**src/rtl/uart_pkg.sv**
```systemverilog
// Shared definitions for the FIFO-to-UART drain.
// Provides the FSM state encoding, UART character/frame sizes and a small
// helper to derive the number of bytes carried by one FIFO word.
package uart_pkg;

    // Drain FSM states; FETCH is only visited when the FIFO has a read latency of 1
    typedef enum logic [2:0] {
        IDLE  = 3'd0,
        FETCH = 3'd1,
        START = 3'd2,
        DATA  = 3'd3,
        STOP  = 3'd4
    } state_t;

    localparam int unsigned BITS_PER_CHAR = 8;
    localparam int unsigned FRAME_BITS    = 10;

    // Number of UART characters needed to carry one word of the given width
    function automatic int unsigned bytes_per_word(input int unsigned width);
        return width / BITS_PER_CHAR;
    endfunction

endpackage

```
**src/rtl/uart_bit_timer.sv**
```systemverilog
// UART bit timer.
// Counts 0..clocksPerBit-1 while run is high and wraps at every bit boundary;
// held at zero while run is low so a new frame always starts with a full bit.
// Ports:
//   clock  in   system clock, rising edge
//   reset  in   synchronous, active-high
//   run    in   1 = a frame is on the line, count
//   tick   out  high on the last cycle of each bit period
module uart_bit_timer #(
    parameter int unsigned clocksPerBit = 434
) (
    input  logic clock,
    input  logic reset,
    input  logic run,
    output logic tick
);

    localparam int unsigned CNT_W = $clog2(clocksPerBit);

    logic [CNT_W-1:0] count;

    assign tick = run & (count == CNT_W'(clocksPerBit - 1));

    // Free-running bit counter, parked at zero between frames
    always_ff @(posedge clock) begin
        if (reset || !run || tick) begin
            count <= '0;
        end else begin
            count <= count + CNT_W'(1);
        end
    end

endmodule

```
**src/rtl/fifo_uart_drain.sv**
```systemverilog
// FIFO-to-UART drain.
// Pops bitWidth-bit words from a word FIFO and sends each as bitWidth/8
// 8N1 frames, least significant byte first, least significant bit first.
// Ports:
//   clock      in   system clock, rising edge
//   reset      in   synchronous, active-high
//   enable     in   1 = may start new words; 0 = finish current word then idle
//   fifoEmpty  in   FIFO empty flag
//   fifoData   in   FIFO pop data (valid in the pop cycle or one cycle later)
//   fifoPop    out  one-cycle pop strobe per word
//   txd        out  UART serial output, idle high, registered
//   busy       out  high from the pop cycle until the last stop bit ends
//   wordDone   out  pulse on the last cycle of the final stop bit of a word
module fifo_uart_drain
    import uart_pkg::*;
#(
    parameter int unsigned bitWidth     = 32,
    parameter int unsigned clocksPerBit = 434,
    parameter int unsigned readLatency  = 1
) (
    input  logic                clock,
    input  logic                reset,
    input  logic                enable,
    input  logic                fifoEmpty,
    input  logic [bitWidth-1:0] fifoData,
    output logic                fifoPop,
    output logic                txd,
    output logic                busy,
    output logic                wordDone
);

    localparam int unsigned NUM_BYTES = bytes_per_word(bitWidth);
    localparam int unsigned BYTE_W    = (NUM_BYTES > 1) ? $clog2(NUM_BYTES) : 1;
    localparam int unsigned BIT_W     = $clog2(BITS_PER_CHAR);

    state_t              state;
    logic [bitWidth-1:0] shift;
    logic [BIT_W-1:0]    bitIdx;
    logic [BYTE_W-1:0]   byteIdx;
    logic                txdReg;
    logic                run;
    logic                tick;
    logic                lastByte;

    // Pop is decided in the idle cycle itself so back-to-back words lose no time
    assign fifoPop  = (state == IDLE) & enable & ~fifoEmpty & ~reset;
    assign run      = (state == START) | (state == DATA) | (state == STOP);
    assign lastByte = (byteIdx == BYTE_W'(NUM_BYTES - 1));
    assign wordDone = (state == STOP) & tick & lastByte;
    assign busy     = (state != IDLE) | fifoPop;
    assign txd      = txdReg;

    uart_bit_timer #(
        .clocksPerBit (clocksPerBit)
    ) bitTimer (
        .clock (clock),
        .reset (reset),
        .run   (run),
        .tick  (tick)
    );

    // Drain FSM; txd is loaded one bit ahead so it changes exactly on bit boundaries
    always_ff @(posedge clock) begin
        if (reset) begin
            state   <= IDLE;
            txdReg  <= 1'b1;
            shift   <= '0;
            bitIdx  <= '0;
            byteIdx <= '0;
        end else begin
            case (state)
                IDLE: begin
                    txdReg <= 1'b1;
                    if (fifoPop) begin
                        bitIdx  <= '0;
                        byteIdx <= '0;
                        if (readLatency == 0) begin
                            shift  <= fifoData;
                            txdReg <= 1'b0;
                            state  <= START;
                        end else begin
                            state  <= FETCH;
                        end
                    end
                end

                FETCH: begin
                    shift  <= fifoData;
                    txdReg <= 1'b0;
                    state  <= START;
                end

                START: begin
                    if (tick) begin
                        txdReg <= shift[0];
                        bitIdx <= '0;
                        state  <= DATA;
                    end
                end

                // Each data bit shifts the whole word, so after 8 bits the next byte sits at [7:0]
                DATA: begin
                    if (tick) begin
                        shift  <= shift >> 1;
                        bitIdx <= bitIdx + BIT_W'(1);
                        if (bitIdx == BIT_W'(BITS_PER_CHAR - 1)) begin
                            txdReg <= 1'b1;
                            state  <= STOP;
                        end else begin
                            txdReg <= shift[1];
                        end
                    end
                end

                STOP: begin
                    if (tick) begin
                        if (lastByte) begin
                            state <= IDLE;
                        end else begin
                            byteIdx <= byteIdx + BYTE_W'(1);
                            txdReg  <= 1'b0;
                            state   <= START;
                        end
                    end
                end

                default: begin
                    txdReg <= 1'b1;
                    state  <= IDLE;
                end
            endcase
        end
    end

endmodule
```
**config.mk**
```make
export PLATFORM = sky130hd
export DESIGN_NAME = fifo_uart_drain
export DESIGN_NICKNAME = d
export VERILOG_FILES = /design/src/rtl/uart_pkg.sv /design/src/rtl/uart_bit_timer.sv /design/src/rtl/fifo_uart_drain.sv
export SDC_FILE = /design/constraint.sdc
export NUM_CORES = 1
export LEC_CHECK = 0
export ABC_AREA = 1
export CORE_UTILIZATION = 35
export CTS_BUF_LIST = sky130_fd_sc_hd__clkbuf_16
export DETAILED_ROUTE_END_ITERATION = 8
export PLACE_DENSITY = 0.65
export REMOVE_ABC_BUFFERS = 1
export SYNTH_ARGS = -nofsm -noshare
export SYNTH_HDL_FRONTEND = slang
export SYNTH_HIERARCHICAL = 1
export SYNTH_SLANG_ARGS = --single-unit
```
**constraint.sdc**
```tcl
create_clock -name clock -period 2.8 [get_ports clock]
set_clock_uncertainty 0.1 [all_clocks]
set_input_delay 0.56 -clock clock [delete_from_list [all_inputs] [get_ports clock]]
set_output_delay 0.56 -clock clock [all_outputs]
set_load 0.02 [all_outputs]
```
**Word level (Yosys, flattened, before mapping)**

Index checks and enable logic that the tools add are counted.

- Mux-type cells: 23
- Reduce and logical (&&, ||, !) cells: 13
- Bitwise logic cells: 11
- Add/subtract/negate cells: 3
- Eq/ne operators: 13

Operators by type and width:

| cell | count |
|---|---|
| $pmux 32 s2 | 1 |
| $mux 32 | 1 |
| $mux 3 | 8 |
| $pmux 3 s5 | 1 |
| $reduce_and 4->1 | 3 |
| $add 9x1->9 const B | 1 |
| $eq 9x9->1 const B | 1 |
| $pmux 3 s3 | 1 |
| $mux 2 | 4 |
| $ne 2x1->1 const B | 4 |
| $and 1x1->1 | 6 |
| $eq 3x2->1 const B | 2 |
| $eq 3x3->1 const B | 2 |
| $reduce_bool 3->1 | 2 |
| $mux 1 | 5 |
| $reduce_and 5->1 | 1 |
| $ne 2x2->1 const B | 2 |
| $pmux 1 s4 | 1 |
| $pmux 2 s2 | 1 |
| $reduce_bool 2->1 | 2 |
| $add 3x1->3 const B | 1 |
| $eq 3x1->1 const B | 1 |
| $logic_not 3->1 | 1 |
| $or 1x1->1 | 3 |
| 6 further kinds | 8 |

- Logic and storage cells: 69
- Input port bits: 36
- Register bits: 50
- Output and inout port bits: 4

**Longest topological paths before layout**

- Word-level depth: 6
- Depth in mapped cells: 16

**Modules after synthesis**

The synthesis kept the hierarchy.

By module, submodules not included:

| module | instances | cells each | area each (um2) |
|---|---|---|---|
| fifo_uart_drain | 1 | 324 | 2159.6 |
| uart_bit_timer | 1 | 67 | 449.2 |

**Worst setup path after synthesis**

OpenSTA, ideal clock, no wires.

- Path type: register to output
- Start point: register state[1]
- End point: output port wordDone
- Buffers on the path: 1
- Stages on the path, launching flop included: 11
- Setup slack: 0.580 ns
- Data required time: 2.140 ns
- Arrival: 1.560 ns
- Cell sequence: dfxtp_1 -> buf_4 -> nor2_1 -> nand2_1 -> o21ai_0 -> inv_1 -> nor2_1 -> nand4_1 -> inv_1 -> inv_1 -> nor2_1

- Word-level cells in the longest chain between the ends: 6
- Elaborated cells between the ends (all ways): 8
- Those cells by class: 3 x eq/ne; 5 x bitwise

RTL lines:

| element | RTL line | RTL |
|---|---|---|
| start, declared | fifo_uart_drain.sv:36 | `state_t state;` |
| start signal, assigned | fifo_uart_drain.sv:65 | `state <= IDLE;` |
| start signal, assigned | fifo_uart_drain.sv:80 | `state <= START;` |
| start signal, assigned | fifo_uart_drain.sv:82 | `state <= FETCH;` |
| $eq 3x2->1 | fifo_uart_drain.sv:47 | `assign run = (state == START) \| (state == DATA) \| (state == STOP);` |
| $or 1x1->1 | fifo_uart_drain.sv:47 |  |
| $or 1x1->1 * | fifo_uart_drain.sv:47 |  |
| via run | fifo_uart_drain.sv:41 | `logic run;` |
| $and 1x1->1 * | uart_bit_timer.sv:22 | `assign tick = run & (count == CNT_W'(clocksPerBit - 1));` |
| via tick | fifo_uart_drain.sv:42 | `logic tick;` |
| $and 1x1->1 * (2 in series) | fifo_uart_drain.sv:49 | `assign wordDone = (state == STOP) & tick & lastByte;` |
| end, declared | fifo_uart_drain.sv:29 | `output logic wordDone` |

Mark *: on every way through the listed nets, which the timed path passes. The rest lies on a longest branch.

**Final worst setup path**

- Start point: input port reset
- End point: output port busy

- Word-level cells in the longest chain between the ends: 3

RTL lines:

| element | RTL line | RTL |
|---|---|---|
| start, declared | fifo_uart_drain.sv:22 | `input logic reset,` |
| $not 1->1 | fifo_uart_drain.sv:46 | `assign fifoPop = (state == IDLE) & enable & ~fifoEmpty & ~reset;` |
| $and 1x1->1 | fifo_uart_drain.sv:46 |  |
| $or 1x1->1 | fifo_uart_drain.sv:50 | `assign busy = (state != IDLE) \| fifoPop;` |
| end, declared | fifo_uart_drain.sv:28 | `output logic busy,` |

Every way passes these cells.

==> results_dict.tcl <==
set metrics [dict create \
    hold_path.startpoint "shift[12]$_SDFFE_PP0P_" \
    dieHeight_um 88.3 \
    synth_ff_type "dfxtp_1" \
    rsz0062_at_grt "false" \
    timing.rr.start "state[1]$_SDFFE_PP0P_" \
    fin_hold_ws_ns 0.346 \
    cts.path.max_buffers 2 \
    vdd_drop_max_mv 0.235 \
    synth_commonest_cells "87 x nand2_1, 57 x inv_1, 50 x dfxtp_1" \
    ant_nets 0 \
    p_seq_share_pct 39.5 \
    fin_crit_ns 2.59 \
    wl_mm 5.24 \
    p_sw_mw 0.940 \
    combinationalPowerShare_pct 37.8 \
    antenna_found_initial 0 \
    seq_area_frac_synth_pct 38.4 \
    critPathKind "in2out" \
    worstPathArrival_ns 1.93 \
    vias 2366 \
    p_int_mw 1.63 \
    holdCritPathClass "reg2reg" \
    slew_headroom_pct 57.9 \
    grt.total_usage_pct 13.9 \
    syn_area_per_cell_um2 6.67 \
    synthDistinctLibCells 28 \
    clock_sinks 50 \
    route.detailed.drc 0 \
    post_drt_wl_per_cell_um 10.0 \
    portBuffers 39 \
    die_w_um 88.3 \
    cts_root_buffer "clkbuf_16" \
    htreeDepth 2 \
    whs_path_depth 2 \
    worst_setup_path_start_kind "input pin" \
    r2r_cells 13 \
    area.growth.synth_to_final_pct 22.5 \
    worstMarginPinSlew_ns 0.632 \
    pin_count 40 \
    syn-cell-area_um2 2610 \
    grt_max_degree 65 \
    synth-async-reset-ratio_pct 0 \
    hold_end "shift[12]$_SDFFE_PP0P_" \
    die-area_um2 7800 \
    synth_top_area_cell "dfxtp_1" \
    hold_viol_final 0 \
    clkTransAtPathRegs_ns 0.06 \
    setup_violations 0 \
    core_area_um2 7210 \
    layout-drive-gt1-share_pct 5.65 \
    synth_edf_count 0 \
    switching_share_pct 36.6 \
    synth_top_area_share_pct 38.4 \
    cts_buffers 5 \
    hpwl_mm 3.61 \
    clkPwrFrac_pct 22.6 \
    dr.pass1.iters 4 \
    fin_crit_sh_pct 92.4 \
    gp_congestion 0.871 \
    worstPathRequired_ns 2.14 \
    syn_inst 391 \
    ctsHoldBuffers 0 \
    reg2reg_to "shift[31]$_SDFFE_PP0P_" \
    synth_most_common_cell "nand2_1" \
    cts_tree "built" \
    grt_pass1_vias 2008 \
    slew_violations 0 \
    drtIter0Drc 92 \
    timing.fmax_mhz 387 \
    nNetsFinal 465 \
    p_leak_nw 1.35 \
    synth_area_leaders "dfxtp_1 38%, nand2_1 13%, inv_1 8.2%" \
    yosys_warnings 6 \
    clk_latency_ns 0.28 \
    crit_path_max_fanout 5 \
    maxCapViolCount 0 \
    initial_utilization_pct 36.2 \
    rows 31 \
    cp-startpoint "reset" \
    final.setup.tns_ns 0 \
    antenna_cells 0 \
    grt_pass1_wl_mm 8.53 \
    end_kind "output port" \
    vias_per_cell 4.52 \
    ys_ff_latch 50 \
    grt_overflow 0 \
    powerDensity_nw_per_um2 804 \
    reg2reg_slack_ns 0.60 \
    outcome "completed" \
    fillers 759 \
]
## metal layers
layer | track usage [%] | part of all wire, % | vias up
li1 | - | - | 1301
met2 | 23.6 | 48 | 23
met1 | 17.3 | 47 | 1037
met5 | 0 | 0 | -
met4 | 5.28 | 1.5 | 0
met3 | 2.80 | 2.7 | 5
## power by group through the flow
stage | logic [mW] | clock network, mW | registers, mW
after floorplan | 0.681 | 0 | 1.03
after global placement | 0.956 | 0 | 1.02
after detailed placement | 0.976 | 0 | 1.03
after CTS | 0.981 | 0.599 | 1.01
after global routing | 1.12 | 0.624 | 1.04
final | 0.972 | 0.581 | 1.02
## what timing repair did
action,in CTS,in global routing
resized for setup,1,3
setup endpoints to repair,1,1
setup buffers,0,0
## sequential cells by signal, indices dropped and copies added, names as in the netlist
| signal | count |
|---|---|
| txd | 1 |
| bitIdx | 3 |
| shift | 32 |
| state | 3 |
| byteIdx | 2 |
| bitTimer/count | 9 |
## layout make-up
cell class | instances | area (um2) | area share (%)
inverter | 59 | 224 | 7.01
multi-input combinational | 263 | 1260 | 39.5
tap | 99 | 124 | 3.87
timing repair buffer | 45 | 443 | 13.9
clock buffer | 5 | 125 | 3.91
sequential | 50 | 1000 | 31.3
clock inverter | 3 | 16.3 | 0.509
## through the flow
step                      util, %  instances  power [mW]  cell area [um2]  setup slack (ns)
after floorplan                 -        372        1.71             2490             0.408
after global placement       42.4        516        1.98             3060             0.179
after detailed placement     42.4        516        2.00             3060             0.108
after CTS                    44.3        524        2.59             3200            0.0698
after global routing         44.3        524        2.79             3200             0.106
final                        44.3        524        2.57             3200             0.214
## worst max-delay path by stage
stage	end	slack, ns	cells after the start
global placement	wordDone	0.18	10
floorplan	shift[31]$_SDFFE_PP0P_	0.41	11
finish	busy	0.21	5
detailed placement	wordDone	0.11	10
global route	wordDone	0.11	10
CTS	wordDone	0.07	10
## cell families after synthesis
group,count (synthesis),share of synthesized area (%)
flops,50,38.4
xor+xnor,3,1.01
compound gates,99,19.8
fa+ha+maj,5,2.40
buf+inv,78,13.3
simple gates,156,25.1
## layout by cell type, fill, tap and decap left out
master	Yosys	final
nor2_2	1	2
clkinvlp_4	0	1
clkbuf_16	0	5
clkbuf_2	0	1
ha_1	5	5
dfxtp_1	50	50
o21ai_0	34	34
a21boi_0	1	1
a21oi_1	35	35
o211ai_4	1	1
nor2_1	42	41
nand3_1	13	13
o21bai_1	1	1
buf_12	0	1
clkdlybuf4s50_1	0	38
nand4_1	5	5
inv_4	1	1
nand2_1	87	87
nand3_4	1	1
nor3_1	2	2
xor2_1	2	2
xnor2_1	1	1
inv_2	1	1
nor2_4	1	1
o21ai_1	27	27
buf_4	2	5
nor3b_1	1	1
clkinv_1	0	1
clkinv_2	0	1
nand3_2	1	1
nand2_2	2	2
inv_1	57	57
## worst max-delay path: stages
cell             delay (ns)
clkdlybuf4s50_1        0.42
inv_1                  0.07
nand3_1                0.10
nand2_2                0.15
clkdlybuf4s50_1        0.62
Note: power is estimated with default switching activity, not from simulation.
